===== src/rtl/cpu_pkg.sv =====
// Shared types and widths for the 16-bit core pipeline.
//   DATA_W     : register / memory data width
//   REG_ADR_W  : register-file address width
//   wb_state_t : load-wait controller states
//   mem_wb_t   : contents of the MEM/WB pipeline register
package cpu_pkg;

  localparam int DATA_W    = 16;
  localparam int REG_ADR_W = 3;

  typedef enum logic {
    WB_IDLE = 1'b0,
    WB_WAIT = 1'b1
  } wb_state_t;

  typedef struct packed {
    logic                 valid;
    logic                 regwrite_en;
    logic [REG_ADR_W-1:0] regwrite_adr;
    logic [DATA_W-1:0]    regwrite_dat;
    logic                 is_load;
    logic                 halt;
  } mem_wb_t;

  // A bubble carries no valid instruction and never writes or halts.
  localparam mem_wb_t MEM_WB_BUBBLE = '0;

endpackage


===== src/rtl/load_wait_ctrl.sv =====
// Load wait controller: holds the upstream pipeline while a load waits for
// main-memory read data that takes more than one cycle to arrive.
//
//   state   | meaning
//   --------+--------------------------------------------------------------
//   WB_IDLE | no load outstanding; a new valid load may start a wait
//   WB_WAIT | load held in MEM; cnt counts the remaining stall cycles
//
// Ports:
//   clk, reset_n       clock, asynchronous active-low reset
//   valid_mem          MEM stage holds a real instruction
//   memread_mem        MEM instruction is a load
//   flush              synchronous abort of any wait in progress
//   main_mem_waiting   stall request to IF/ID/EX/MEM
module load_wait_ctrl
  import cpu_pkg::*;
#(
  parameter int LOAD_LAT = 1,
  parameter int CNT_W    = 3
) (
  input  logic clk,
  input  logic reset_n,
  input  logic valid_mem,
  input  logic memread_mem,
  input  logic flush,
  output logic main_mem_waiting
);

  // The first stall cycle is spent in IDLE, so the counter only has to
  // cover the remaining LOAD_LAT-2 cycles.
  localparam bit               STALLS   = (LOAD_LAT > 1);
  localparam logic [CNT_W-1:0] CNT_LOAD = (LOAD_LAT > 1) ? CNT_W'(LOAD_LAT - 2) : '0;

  wb_state_t        state, state_nxt;
  logic [CNT_W-1:0] cnt, cnt_nxt;
  logic             load_start;
  logic             wait_req;

  always_ff @(posedge clk or negedge reset_n) begin
    if (!reset_n) begin
      state <= WB_IDLE;
      cnt   <= '0;
    end else begin
      state <= state_nxt;
      cnt   <= cnt_nxt;
    end
  end

  always_comb begin
    state_nxt  = state;
    cnt_nxt    = cnt;
    wait_req   = 1'b0;
    load_start = valid_mem & memread_mem & (state == WB_IDLE);

    case (state)
      WB_IDLE: begin
        if (load_start && STALLS) begin
          wait_req  = 1'b1;
          state_nxt = WB_WAIT;
          cnt_nxt   = CNT_LOAD;
        end
      end
      WB_WAIT: begin
        if (cnt != '0) begin
          wait_req = 1'b1;
          cnt_nxt  = cnt - CNT_W'(1);
        end else begin
          state_nxt = WB_IDLE;
        end
      end
      default: state_nxt = WB_IDLE;
    endcase

    // The stall request itself is not masked by flush: an aborted wait
    // releases the pipeline on the following cycle.
    if (flush) begin
      state_nxt = WB_IDLE;
      cnt_nxt   = '0;
    end
  end

  // In reset the state is already IDLE, but a load sitting in MEM would
  // still raise load_start, so the request is masked explicitly.
  assign main_mem_waiting = wait_req & reset_n;

endmodule


===== src/rtl/mem_wb_stage.sv =====
// MEM/WB pipeline register and write-back data selector.
// Loads complete here by selecting synchronous main-memory read data; the
// load_wait_ctrl instance stalls upstream stages for slow memory.
//
// Ports:
//   clk, reset_n             clock, asynchronous active-low reset
//   valid_mem                MEM stage holds a real instruction
//   regwrite_dat_mem/en/adr  register-write data, enable, destination
//   memread_mem              instruction is a load
//   halt_mem                 instruction is HLT
//   flush                    synchronous squash of MEM/WB and the wait FSM
//   main_mem_read_dat        synchronous memory read data
//   main_mem_waiting         stall request to IF/ID/EX/MEM
//   valid_wb                 WB holds a real instruction
//   regwrite_en/adr/dat_wb   register-file write port (dat also forwards)
//   halt_wb                  HLT has reached WB
module mem_wb_stage
  import cpu_pkg::*;
#(
  parameter int LOAD_LAT = 1,
  parameter int CNT_W    = 3
) (
  input  logic                 clk,
  input  logic                 reset_n,
  input  logic                 valid_mem,
  input  logic [DATA_W-1:0]    regwrite_dat_mem,
  input  logic                 regwrite_en_mem,
  input  logic [REG_ADR_W-1:0] regwrite_adr_mem,
  input  logic                 memread_mem,
  input  logic                 halt_mem,
  input  logic                 flush,
  input  logic [DATA_W-1:0]    main_mem_read_dat,
  output logic                 main_mem_waiting,
  output logic                 valid_wb,
  output logic                 regwrite_en_wb,
  output logic [REG_ADR_W-1:0] regwrite_adr_wb,
  output logic [DATA_W-1:0]    regwrite_dat_wb,
  output logic                 halt_wb
);

  mem_wb_t wb_q, wb_d;

  load_wait_ctrl #(
    .LOAD_LAT (LOAD_LAT),
    .CNT_W    (CNT_W)
  ) u_load_wait_ctrl (
    .clk              (clk),
    .reset_n          (reset_n),
    .valid_mem        (valid_mem),
    .memread_mem      (memread_mem),
    .flush            (flush),
    .main_mem_waiting (main_mem_waiting)
  );

  always_comb begin
    wb_d = MEM_WB_BUBBLE;
    if (!flush && !main_mem_waiting) begin
      wb_d.valid        = valid_mem;
      wb_d.regwrite_en  = regwrite_en_mem & valid_mem;
      wb_d.regwrite_adr = regwrite_adr_mem;
      wb_d.regwrite_dat = regwrite_dat_mem;
      wb_d.is_load      = memread_mem;
      wb_d.halt         = halt_mem & valid_mem;
    end
  end

  always_ff @(posedge clk or negedge reset_n) begin
    if (!reset_n) begin
      wb_q <= MEM_WB_BUBBLE;
    end else begin
      wb_q <= wb_d;
    end
  end

  assign valid_wb        = wb_q.valid;
  assign regwrite_en_wb  = wb_q.regwrite_en;
  assign regwrite_adr_wb = wb_q.regwrite_adr;
  assign halt_wb         = wb_q.halt;

  // Memory data is valid in exactly the cycle a load sits in WB.
  assign regwrite_dat_wb = wb_q.is_load ? main_mem_read_dat : wb_q.regwrite_dat;

endmodule

===== config.mk =====
export PLATFORM = sky130hd
export DESIGN_NAME = mem_wb_stage
export DESIGN_NICKNAME = d
export VERILOG_FILES = /design/src/rtl/cpu_pkg.sv /design/src/rtl/load_wait_ctrl.sv /design/src/rtl/mem_wb_stage.sv
export SDC_FILE = /design/constraint.sdc
export NUM_CORES = 1
export LEC_CHECK = 0
export ABC_CLOCK_PERIOD_IN_PS = 3600
export BUFFER_PORTS_ARGS = -buffer_cell sky130_fd_sc_hd__buf_2
export CORE_MARGIN = 8
export CORE_UTILIZATION = 48
export CTS_CLUSTER_DIAMETER = 30
export CTS_CLUSTER_SIZE = 8
export DETAILED_ROUTE_END_ITERATION = 10
export PLACE_DENSITY_LB_ADDON = 0.25
export SYNTH_ARGS = -nofsm -noshare
export SYNTH_HDL_FRONTEND = slang
export SYNTH_HIERARCHICAL = 1
export SYNTH_SLANG_ARGS = --single-unit

===== constraint.sdc =====
create_clock -name clk -period 3.6 [get_ports clk]
set_input_delay 0.54 -clock clk [delete_from_list [all_inputs] [get_ports clk]]
set_output_delay 0.54 -clock clk [all_outputs]
set_load 0.02 [all_outputs]

Word level (Yosys, flattened, before mapping). Index checks and enable logic that the tools add are counted.

$add $sub $neg: 1. Muxes and demuxes: 8. Bitwise logic cells: 3. Reductions and logical operators: 7.

Operators by type and width (count): two-way mux 23 bit (1); two-way mux 16 bit (1); two-way mux 3 bit (3); nonzero test 2 bit (2); AND 1 bit (3); two-way mux 1 bit (3); nonzero test 3 bit (1); subtractor 3 x 1 -> 3 bit (second input constant) (1); zero test 1 bit (2); AND reduction 2 bit (1); logical AND 1 bit (1).

Register bits: 27. Input port bits: 42. Output and inout port bits: 23. Word-level logic and storage cells: 27.

Logic depth before layout (Yosys ltp).
Depth after elaboration: 7. Mapped depth: 6. Depth with buffers taken out: 5.

Modules after synthesis. The synthesis kept the hierarchy.

Modules (own cells, without submodules): mem_wb_stage (instances 1, cells an instance 71, area an instance 1044.8 um^2, sequential area each 575.6 um^2); load_wait_ctrl (instances 1, cells an instance 22, area an instance 234.0 um^2, sequential area each 100.1 um^2).

Worst setup path before layout. No wires, ideal clock.

Kind: register -> output. Start point: reg u_load_wait_ctrl.cnt[0]. End point: out main_mem_waiting. Arrival time: 1.132 ns. Slack: 1.928 ns. Cell stages (with the launch flop): 5. Buffers on the path: 0. Cells stage by stage: dfrtp_1 inv_1 ha_1 a21boi_4 and2_1.

Cells in the longest elaborated chain, start to end: 4.

Ends and longest elaborated chain: from (decl) (RTL line load_wait_ctrl.sv:35) `logic [CNT_W-1:0] cnt, cnt_nxt;`; from (signal assigned) (RTL line load_wait_ctrl.sv:45) `cnt <= cnt_nxt;`; nonzero test 3 bit (RTL line load_wait_ctrl.sv:64) `if (cnt != '0) begin`; two-way mux 1 bit (RTL line load_wait_ctrl.sv:64); two-way mux 1 bit (RTL line load_wait_ctrl.sv:55) `case (state)`; AND 1 bit (RTL line load_wait_ctrl.sv:84) `assign main_mem_waiting = wait_req & reset_n;`; to (decl) (RTL line mem_wb_stage.sv:33) `output logic main_mem_waiting,`.

Every way passes these cells.

Worst setup path after layout.
Start point: reg wb_q[1] (netlist bit). End point: out regwrite_dat_wb[15].

Cells in the longest elaborated chain, start to end: 1.

Ends and longest elaborated chain: from (decl) (RTL line mem_wb_stage.sv:41) `mem_wb_t wb_q, wb_d;`; from (signal assigned) (RTL line mem_wb_stage.sv:71) `wb_q <= wb_d;`; two-way mux 16 bit (RTL line mem_wb_stage.sv:81) `assign regwrite_dat_wb = wb_q.is_load ? main_mem_read_dat : wb_q.regwrite_dat;`; to (decl) (RTL line mem_wb_stage.sv:37) `output logic [DATA_W-1:0] regwrite_dat_wb,`.

Every way passes these cells.

==> flow_summary_export.csv <==
group,metric,value,unit
floorplanning,die_y,67.62,µm
power,leakage,0.0008441,µW
floorplanning,die_w,67.62,µm
yosys,ys_seq_area_share,52.84,%
power,totalPowerFinal,546.3,µW
cells_and_area,final_cell_count_no_fill,183,
place,dpl-instance-area,0.001570,mm²
sta,setup_tns,0,ns
worst_setup_path,cp_max_fo,16,
worst_setup_path,cp-start-kind,"register",
yosys,netlist_instances,93,
place,dp_cells,179,
place,port_buffers,64,
worst_setup_path,cp_slowest_cell,"dfrtp_1",
cts,post-cts-setup-buffer-count,0,
cts,hold_buffers,0,
cts,cts.sinks,27,
sta,finalSetupViolations,0,
route,dr.pass1.iters,4,
sta,worst_pin_slew,0.7684,ns
sta,rsz0062_at_grt,"no",
route,wl_per_cell,14.38,µm
cts,tritoncts,"done",
sta,finalCritPeriodShare,63.09,%
run_status,status,"finished, final reports clean",
worst_setup_path,required,3.06,ns
grt,antenna_found_initial,0,
grt,grt_pass1_wl,4.077,mm
worst_setup_path,crit_type,"reg -> out",
route,routed_wirelength,2.632,mm
grt,grt_max_degree,30,
floorplanning,boundaryPins,65,
cts,cts_buffer_depth,2,
grt,grt_usage,11.29,%
cells_and_area,fin_area,0.001598,mm²
cells_and_area,drive_gt1_share,58.17,%
power,ir_drop,246.8,µV
place,dp_hpwl,2.131,mm
power,power.density,341.9,mW/mm²
cts,h-tree-depth,1,
route,route.detailed.drc,0,
sta,finalCriticalPeriod,2.271,ns
route,vias,894,
sta,hold_viol,0,
route,viasPerCell,4.885,
route,drtIter0Drc,23,
yosys,syn_nets,137,
yosys,synth_cell_types,18,
cts,clk_root_buffer_cell,"clkbuf_4",
floorplanning,die_area,0.004572,mm²
job,max_cap_viol_count,0,
worst_setup_path,path_cells,"mux2_2 -> buf_2",
route,postRouteAntennaNets,0,
grt,grt-ovfl-total,0,
floorplanning,core_area,0.002500,mm²
cts,cts.reportedPaths.clkPinSlew,0.13,ns
sta,finalMaxSlewViolations,0,
yosys,syn_avg_cell_area,13.75,µm²
worst_setup_path,crit_family,"flip-flops",
cts,cts_resized,0,
yosys,synth.cell_area,0.001279,mm²
sta,max_freq,0.4403,GHz
worst_setup_path,critical_path_arrival,1.73,ns
sta,fin_skew,0.004867,ns
floorplanning,row_count,18,
place,gp_congestion,0.7145,
cells_and_area,syn2layout_area_growth,24.95,%
sta,slew_headroom,48.77,%
grt,grt_pass1_vias,921,
min_path,hold_path.class,"in -> async",
worst_setup_path,end_kind,"primary output",
cts,cts_buffers,3,
worst_setup_path,cp_slowest_stage_delay,0.86,ns
cells_and_area,n_antenna_cell,0,
worst_setup_path,timing.critical_path.buf_inv,1,
floorplanning,start_util,51.15,%
yosys,synth_seq_cells,27,
cells_and_area,fin_nets,198,
cts,insertion_delay,0.30,ns
yosys,ys_warn_count,6,
[report_power, final]
| part | switching (µW) | internal (µW) |
|---|---|---|
| logic | 50.0 | 52.7 |
| clock network | 79.4 | 41.4 |
| registers | 7.07 | 316 |
[cell type report]
| cell class | count | area, µm² |
|---|---|---|
| clock buffers | 3 | 22.52 |
| clock inverters | 1 | 5.005 |
| fillers | 213 | 902.1 |
| inverters | 3 | 11.26 |
| multi-input cells | 54 | 518.0 |
| flip-flops and latches | 27 | 675.6 |
| well taps | 30 | 37.54 |
| repair buffers | 65 | 327.8 |
[layer usage]
layer / vias up / part of all wire (%) / GRT usage [%]
met2: 32 / 54 / 22.01
met5: - / 0 / 0
met4: 0 / 0.46 / 3.133
li1: 432 / - / -
met3: 2 / 9.4 / 3.146
met1: 428 / 36 / 11.26
[worst register-to-register path, delay by kind of cell, from the launching register on]
kind | cells | cell delay, ns
simple gates | 2 | 0.49
flops | 1 | 0.40
buf+inv | 2 | 0.30
fa+ha+maj | 1 | 0.23
compound gates | 1 | 0.09
[sequential cells by signal, summed over array words and instances, names as in the netlist]
| name | cells |
|---|---|
| wb_q | 17 |
| halt_wb | 1 |
| valid_wb | 1 |
| u_load_wait_ctrl/state | 1 |
| u_load_wait_ctrl/cnt | 3 |
| regwrite_adr_wb | 3 |
| regwrite_en_wb | 1 |
[kinds of logic after synthesis]
logic type,Yosys count,synth area share [%]
compound gates,1,1.468
fa+ha+maj,2,1.957
buf+inv,12,6.653
flops,27,52.84
mux,19,20.16
simple gates,32,16.93
[placed cells by master (no fill, tap or decap), drive strengths merged]
cell type | synthesis | final
clkbuf | 0 | 3
inv | 3 | 3
nand2 | 1 | 1
dfrtp | 27 | 27
a21boi | 1 | 1
nor2b | 1 | 1
clkinv | 0 | 1
nor4bb | 2 | 2
mux2i | 1 | 1
and2 | 1 | 1
nor2 | 6 | 6
nor3b | 21 | 21
buf | 9 | 65
ha | 2 | 2
mux2 | 18 | 18
[synthesized netlist by cell type]
| cell type | instances | share of area, % |
|---|---|---|
| a21boi_4 | 1 | 1.5 |
| and2_1 | 1 | 0.49 |
| buf_12 | 1 | 1.6 |
| buf_2 | 4 | 1.6 |
| buf_4 | 3 | 1.8 |
| buf_6 | 1 | 0.88 |
| dfrtp_1 | 27 | 53 |
| ha_1 | 2 | 2.0 |
| inv_1 | 2 | 0.59 |
| inv_2 | 1 | 0.29 |
| mux2_2 | 6 | 5.3 |
| mux2_4 | 12 | 14 |
| mux2i_1 | 1 | 0.78 |
| nand2_1 | 1 | 0.29 |
| nor2_1 | 6 | 1.8 |
| nor2b_1 | 1 | 0.49 |
| nor3b_1 | 21 | 12 |
| nor4bb_1 | 2 | 1.6 |
[stage by stage]
stage | setup WS (ns) | hold slack, ns | utilization (%)
final | 1.329 | 0.2029 | 63.91
after CTS | 1.302 | 0.2177 | 63.91
after global routing | 1.219 | 0.2264 | 63.91
after detailed placement | 1.626 | 0.5627 | 62.81
after floorplan | 1.928 | 0.2444 | -
after global placement | 1.626 | 0.5493 | 62.81
[final timing paths]
| path | to | slack (ns) | start | depth (start not counted) |
|---|---|---|---|---|
| worst max register to register | halt_wb$_DFF_PN0_ | 2.00 | u_load_wait_ctrl/cnt[0]$_DFFE_PN0P_ | 6 |
| worst max-delay path | regwrite_dat_wb[15] | 1.33 | wb_q[1]$_DFF_PN0_ | 2 |
| worst min-delay path | regwrite_adr_wb[1]$_DFF_PN0_ | 0.20 | reset_n | 1 |
| worst min register to register | u_load_wait_ctrl/cnt[2]$_DFFE_PN0P_ | 0.61 | u_load_wait_ctrl/cnt[2]$_DFFE_PN0P_ | 2 |
| min in group clk | regwrite_en_wb$_DFF_PN0_ | 0.46 | regwrite_en_mem | 2 |
| max in group asynchronous | wb_q[1]$_DFF_PN0_ | 3.02 | reset_n | 1 |
Note: power is estimated with default switching activity, not from simulation.
